File: config.mk
export PLATFORM = sky130hd
export DESIGN_NAME = trinity_seq_ctrl
export DESIGN_NICKNAME = d
export VERILOG_FILES = /design/src/rtl/trinity_pkg.sv /design/src/rtl/trinity_prescaler.sv /design/src/rtl/trinity_seq_ctrl.sv
export SDC_FILE = /design/constraint.sdc
export NUM_CORES = 1
export LEC_CHECK = 0
export BUFFER_PORTS_ARGS = -buffer_cell sky130_fd_sc_hd__buf_4
export CAP_MARGIN = 20
export CORE_MARGIN = 3
export CORE_UTILIZATION = 54
export DETAILED_ROUTE_END_ITERATION = 8
export GPL_ROUTABILITY_DRIVEN = 0
export PLACE_DENSITY = 0.87
export SLEW_MARGIN = 25
export SYNTH_ARGS = -nofsm -noshare
export SYNTH_HDL_FRONTEND = slang
export SYNTH_SLANG_ARGS = --single-unit
File: constraint.sdc
create_clock -name clk -period 2.06 [get_ports clk]
set_input_delay 0 -clock clk [delete_from_list [all_inputs] [get_ports clk]]
set_output_delay 0 -clock clk [all_outputs]
set_load 0.02 [all_outputs]
File: src/rtl/trinity_pkg.sv
`default_nettype none
// +--------------------------------------------------------------------------+
// | trinity_pkg                                                              |
// | Opcode and FSM state encodings shared by the trinity sequencer.          |
// | Revision: 1.0                                                            |
// +--------------------------------------------------------------------------+
package trinity_pkg;

    localparam logic [2:0] C_OP_NOP     = 3'd0;
    localparam logic [2:0] C_OP_RUN     = 3'd1;
    localparam logic [2:0] C_OP_STOP    = 3'd2;
    localparam logic [2:0] C_OP_STEP    = 3'd3;
    localparam logic [2:0] C_OP_LOAD    = 3'd4;
    localparam logic [2:0] C_OP_SET_DIV = 3'd5;
    localparam logic [2:0] C_OP_SET_CMP = 3'd6;
    localparam logic [2:0] C_OP_SET_DIR = 3'd7;

    localparam logic [1:0] C_ST_IDLE = 2'd0;
    localparam logic [1:0] C_ST_RUN  = 2'd1;
    localparam logic [1:0] C_ST_STEP = 2'd2;
    localparam logic [1:0] C_ST_LOAD = 2'd3;

endpackage
`default_nettype wire

File: src/rtl/trinity_prescaler.sv
`default_nettype none
// +--------------------------------------------------------------------------+
// | trinity_prescaler                                                        |
// | Counts 0..div while enabled; tick is high on the cycle count == div.     |
// | Revision: 1.0                                                            |
// +--------------------------------------------------------------------------+
module trinity_prescaler #(
    parameter int PRESCALE_W = 8
) (
    input  logic                  clk,
    input  logic                  rst_n,
    input  logic                  clear,
    input  logic                  enable,
    input  logic [PRESCALE_W-1:0] div,
    output logic                  tick
);

    logic [PRESCALE_W-1:0] r_cnt;

    assign tick = (r_cnt == div);

    always_ff @(posedge clk or negedge rst_n) begin
        if (!rst_n) begin
            r_cnt <= '0;
        end else if (clear) begin
            r_cnt <= '0;
        end else if (enable) begin
            r_cnt <= tick ? '0 : r_cnt + PRESCALE_W'(1);
        end
    end

endmodule
`default_nettype wire

File: src/rtl/trinity_seq_ctrl.sv
`default_nettype none
// +--------------------------------------------------------------------------+
// | trinity_seq_ctrl                                                         |
// | Command-driven sequencer producing count/load strobes for a tile counter.|
// | Revision: 1.0                                                            |
// +--------------------------------------------------------------------------+
module trinity_seq_ctrl
    import trinity_pkg::*;
#(
    parameter int PRESCALE_W    = 8,
    parameter bit STOP_ON_MATCH = 1'b0
) (
    input  logic       clk,
    input  logic       rst_n,
    input  logic       ena,
    input  logic       cmd_valid,
    input  logic [2:0] cmd_op,
    input  logic [7:0] cmd_arg,
    output logic       cmd_ready,
    input  logic [7:0] cnt_val,
    output logic       cnt_en,
    output logic       cnt_up,
    output logic       cnt_load,
    output logic [7:0] cnt_load_val,
    output logic       match,
    output logic [1:0] state
);

    logic [1:0]            r_state;
    logic [1:0]            w_state_nxt;
    logic                  r_ret_run;
    logic [PRESCALE_W-1:0] r_div;
    logic [PRESCALE_W-1:0] w_div_arg;
    logic [7:0]            r_cmp;
    logic [7:0]            r_load_val;
    logic                  r_cnt_up;
    logic                  r_cnt_en;
    logic                  r_cnt_load;
    logic                  r_match;
    logic                  w_en_nxt;
    logic                  w_load_nxt;
    logic                  w_ready;
    logic                  w_accept;
    logic                  w_tick;
    logic                  w_presc_clr;
    logic                  w_presc_en;

    generate
        if (PRESCALE_W >= 8) begin : g_div_wide
            assign w_div_arg = PRESCALE_W'(cmd_arg);
        end else begin : g_div_narrow
            assign w_div_arg = cmd_arg[PRESCALE_W-1:0];
        end
    endgenerate

    assign w_ready  = rst_n && ena && ((r_state == C_ST_IDLE) || (r_state == C_ST_RUN));
    assign w_accept = cmd_valid && w_ready;

    assign w_presc_clr = w_accept && ((cmd_op == C_OP_RUN) || (cmd_op == C_OP_SET_DIV));
    assign w_presc_en  = ena && (r_state == C_ST_RUN);

    trinity_prescaler #(
        .PRESCALE_W (PRESCALE_W)
    ) u_prescaler (
        .clk    (clk),
        .rst_n  (rst_n),
        .clear  (w_presc_clr),
        .enable (w_presc_en),
        .div    (r_div),
        .tick   (w_tick)
    );

    always_ff @(posedge clk or negedge rst_n) begin
        if (!rst_n) begin
            r_state <= C_ST_IDLE;
        end else if (ena) begin
            r_state <= w_state_nxt;
        end
    end

    always_comb begin
        w_state_nxt = r_state;
        case (r_state)
            C_ST_IDLE: begin
                if (w_accept) begin
                    case (cmd_op)
                        C_OP_RUN:  w_state_nxt = C_ST_RUN;
                        C_OP_STEP: w_state_nxt = C_ST_STEP;
                        C_OP_LOAD: w_state_nxt = C_ST_LOAD;
                        C_OP_NOP, C_OP_STOP, C_OP_SET_DIV, C_OP_SET_CMP, C_OP_SET_DIR:
                                   w_state_nxt = C_ST_IDLE;
                    endcase
                end
            end
            C_ST_RUN: begin
                // A LOAD beats both STOP and the compare-match auto-stop.
                if (w_accept && (cmd_op == C_OP_LOAD)) begin
                    w_state_nxt = C_ST_LOAD;
                end else if (w_accept && (cmd_op == C_OP_STOP)) begin
                    w_state_nxt = C_ST_IDLE;
                end else if (STOP_ON_MATCH && r_match) begin
                    w_state_nxt = C_ST_IDLE;
                end
            end
            C_ST_STEP: w_state_nxt = C_ST_IDLE;
            C_ST_LOAD: w_state_nxt = r_ret_run ? C_ST_RUN : C_ST_IDLE;
        endcase
    end

    // Strobes are registered: a RUN tick shows on cnt_en the cycle after the
    // prescaler reaches div, and is dropped if RUN is being left that cycle.
    always_comb begin
        w_en_nxt   = 1'b0;
        w_load_nxt = 1'b0;
        case (r_state)
            C_ST_IDLE: begin
                w_en_nxt   = w_accept && (cmd_op == C_OP_STEP);
                w_load_nxt = w_accept && (cmd_op == C_OP_LOAD);
            end
            C_ST_RUN: begin
                w_en_nxt   = w_tick && (w_state_nxt == C_ST_RUN);
                w_load_nxt = w_accept && (cmd_op == C_OP_LOAD);
            end
            default: begin
                w_en_nxt   = 1'b0;
                w_load_nxt = 1'b0;
            end
        endcase
    end

    always_ff @(posedge clk or negedge rst_n) begin
        if (!rst_n) begin
            r_cnt_en   <= 1'b0;
            r_cnt_load <= 1'b0;
            r_match    <= 1'b0;
            r_ret_run  <= 1'b0;
            r_div      <= '0;
            r_cmp      <= 8'hFF;
            r_cnt_up   <= 1'b1;
            r_load_val <= 8'h00;
        end else if (ena) begin
            r_cnt_en   <= w_en_nxt;
            r_cnt_load <= w_load_nxt;
            r_match    <= (cnt_val == r_cmp);
            if (w_accept) begin
                case (cmd_op)
                    C_OP_LOAD: begin
                        r_load_val <= cmd_arg;
                        r_ret_run  <= (r_state == C_ST_RUN);
                    end
                    C_OP_SET_DIV: r_div    <= w_div_arg;
                    C_OP_SET_CMP: r_cmp    <= cmd_arg;
                    C_OP_SET_DIR: r_cnt_up <= cmd_arg[0];
                    default: ;
                endcase
            end
        end
    end

    assign cmd_ready    = w_ready;
    assign cnt_en       = r_cnt_en && ena;
    assign cnt_load     = r_cnt_load && ena;
    assign cnt_up       = r_cnt_up;
    assign cnt_load_val = r_load_val;
    assign match        = r_match;
    assign state        = r_state;

endmodule
`default_nettype wire

==> flow_metrics.env <==
export IMPL_antenna_found_initial=0
export IMPL_syn_num_nets=208
export IMPL_vias=1546
export IMPL_start_util_pct=57.29
export IMPL_max_slew_margin_rel_pct=61.33
export IMPL_ys_ff_latch=39
export IMPL_irDropWorstVdd_mv=0.6919
export IMPL_clock_root_buffer="clkbuf_4"
export IMPL_port_buffers=37
export IMPL_tns_ns=0
export IMPL_seqPwrFrac_pct=49.7
export IMPL_clkPwrFrac_pct=25.9
export IMPL_critPathLaunchType="flop"
export IMPL_drt_iter0_markers=55
export IMPL_grt_usage_pct=21.78
export IMPL_internal_power_mw=1.454
export IMPL_grt_first_pass_wirelength_um=7107
export IMPL_avgSynthCellArea_um2=10.64
export IMPL_grt_pass1_vias=1528
export IMPL_synth_compound_area_share_pct=9.079
export IMPL_synth_adder_area_share_pct=0.6394
export IMPL_synthDistinctLibCells=41
export IMPL_fin_crit_sh_pct=92.71
export IMPL_crit_path_end_kind="flop"
export IMPL_setup_violations=0
export IMPL_cts_clk_slew_worst_paths_ns=0.11
export IMPL_max_freq_mhz=523.6
export IMPL_routed_top_layer="met4"
export IMPL_wl_met1_um=1846
export IMPL_dr_wl_met2_um=2149
export IMPL_synth_area_mm2=0.001957
export IMPL_wirelength_um=4253
export IMPL_postSynthCellCount=184
export IMPL_switchingPower_mw=0.6085
export IMPL_grt_overflow=0
export IMPL_place_hpwl_um=2945
export IMPL_multi_input_area_um2=904.6
export IMPL_h_tree_depth=2
export IMPL_power_per_cell_area_mw_per_mm2=834.4
export IMPL_grt_start_max_net_pins=41
export IMPL_wl_per_cell_um=15.08
export IMPL_cp_arrival_ns=2.17
export IMPL_num_fill_cells=242
export IMPL_synthXorXnorAreaFrac_pct=7.609
export IMPL_fp_row_count=21
export IMPL_synth_top_family_by_area="simple AND/OR/NAND/NOR gates"
export IMPL_synthSimpleGateAreaFrac_pct=19.12
export IMPL_async_reset_ff_share_pct=100.0
export IMPL_status="finished, final reports clean"
export IMPL_drv_cap=0
export IMPL_ioPinCount=38
export IMPL_comb_power_share_pct=24.4
export IMPL_nets=259
export IMPL_cp_max_fo=10
export IMPL_antenna_cells=0
export IMPL_final_cell_mix="buf_4 (41), nand2_1 (31), dfrtp_1 (30)"
export IMPL_die_area_mm2=0.004382
export IMPL_antenna_left=0
export IMPL_fin_crit_ns=1.910
export IMPL_cts_sinks=39
export IMPL_yosys_warnings=0
export IMPL_clock_latency_ns=0.34
export IMPL_firstDrtPassIters=4
export IMPL_layout_commonest_cell="buf_4"
export IMPL_dr_wl_met3_um=210
export IMPL_cts_buffer_depth=2
export IMPL_area_growth_pct=26.34
export IMPL_drive_gt1_share_pct=33.90
export IMPL_critical_path_class="reg2reg"
export IMPL_stdcell_area_mm2=0.002472
export IMPL_drc=0
export IMPL_fp_coreArea_mm2=0.003416
export IMPL_seq_area_frac_synth_pct=50.45
export IMPL_hold_class="in2reg"
export IMPL_synthMuxAreaShare_pct=9.783
export IMPL_die_h_um=66.20
export IMPL_rsz0062_at_grt="false"
export IMPL_synth_main_ff_cell="dfrtp_1"
export IMPL_dpl_cell_area_mm2=0.002276
export IMPL_crit_required_ns=2.32
export IMPL_seq_area_um2=987.2
export IMPL_die_w_um=66.20
export IMPL_tightestPinTransition_ns=0.5785
export IMPL_maxSlewViolCount=0
export IMPL_cts_resized=0
export IMPL_power_mw=2.063
export IMPL_power_switching_share_pct=29.50
export IMPL_via_per_inst=5.482
export IMPL_cts_tree="built"
export IMPL_synth_edff_count=0
export IMPL_leakage_nw=1.135
export IMPL_hold_viol_final=0
export IMPL_clock_skew_final_ns=0.003053
export IMPL_cts_made_buffers=5
-- final timing paths --
kind / slack, ns / to / cells after the start / startpoint
min reg2reg: 0.49 / cnt_load_val[6]$_DFFE_PN0P_ / 2 / cnt_load_val[6]$_DFFE_PN0P_
max: 0.15 / u_prescaler.r_cnt[5]$_DFFE_PN0P_ / 4 / state[1]$_DFFE_PN0P_
min in group asynchronous: 0.27 / r_ret_run$_DFFE_PN0P_ / 3 / rst_n
max reg2reg: 0.15 / u_prescaler.r_cnt[5]$_DFFE_PN0P_ / 4 / state[1]$_DFFE_PN0P_
min: 0.05 / state[1]$_DFFE_PN0P_ / 3 / cmd_op[0]
max in group asynchronous: 1.43 / cnt_up$_DFFE_PN1P_ / 3 / rst_n
-- layer usage --
layer  global-route usage, %  vias to the layer above
met5                       0                        -
met1                   27.23                      743
met4                   7.107                        0
li1                        -                      750
met3                   4.762                        5
met2                   37.17                       48
-- stage by stage --
step	hold slack (ns)	utilization, %	setup WS, ns	cells
2_1_floorplan	-0.2956	-	0.1770	184
3_3_place_gp	0.1251	66.63	0.2654	263
3_5_place_dp	0.1191	66.63	0.1968	263
4_1_cts	0.02707	72.38	0.1654	282
5_1_grt	0.06320	72.38	0.06991	282
6_report	0.04677	72.38	0.1502	282
-- registers in the layout (all words and copies together), names as in the netlist --
name	cells
cnt_load_val	8
r_div	8
r_ret_run	1
r_cnt_load	1
r_cnt_en	1
cnt_up	1
match	1
state	2
r_cmp	8
u_prescaler.r_cnt	8
-- Yosys cell counts (4+ instances only) --
cell type	count	area (um^2)
nand2_1	31	116.4
dfrtp_1	30	750.7
mux2_2	17	191.4
dfstp_2	9	236.5
o21ai_0	9	45.04
xnor2_1	9	78.83
nand3_1	8	40.04
xor2_1	8	70.07
nor2_1	6	22.52
clkbuf_1	5	18.77
inv_1	5	18.77
nand4_1	5	31.28
a221oi_1	4	35.03
or3_1	4	25.02
-- cells by family after synthesis --
kind of cell	count (synthesis)
simple gates	73
flops	39
fa+ha+maj	1
mux	17
xor+xnor	17
buf+inv	13
compound gates	24
-- layout make-up --
type | instances | share of cell area, %
flip-flops and latches | 39 | 39.93
multi-input cells | 132 | 36.59
repair buffers | 52 | 16.90
well taps | 46 | 2.328
clock buffers | 6 | 2.075
clock inverters | 2 | 1.417
inverters | 5 | 0.7591
-- power by group through the flow --
stage          Clock (mW)  Sequential [mW]  Combinational [mW]
6_report            0.534             1.02               0.504
2_1_floorplan           0             1.06               0.272
5_1_grt             0.579             1.05               0.558
3_5_place_dp            0             1.04               0.488
3_3_place_gp            0             1.03               0.474
4_1_cts             0.545             1.02               0.506
-- repair_timing --
action,CTS,global route
setup buffers,0,0
endpoints found under the hold margin,60,0
hold buffers,11,0
-- critical path, cell delays in order, from the launching register on --
cell and delay, ns:
dfrtp_1 0.40, and4b_1 0.41, a31oi_2 0.22, or4_1 0.56, a221oi_2 0.24
Power figures use the tool's default switching activity.
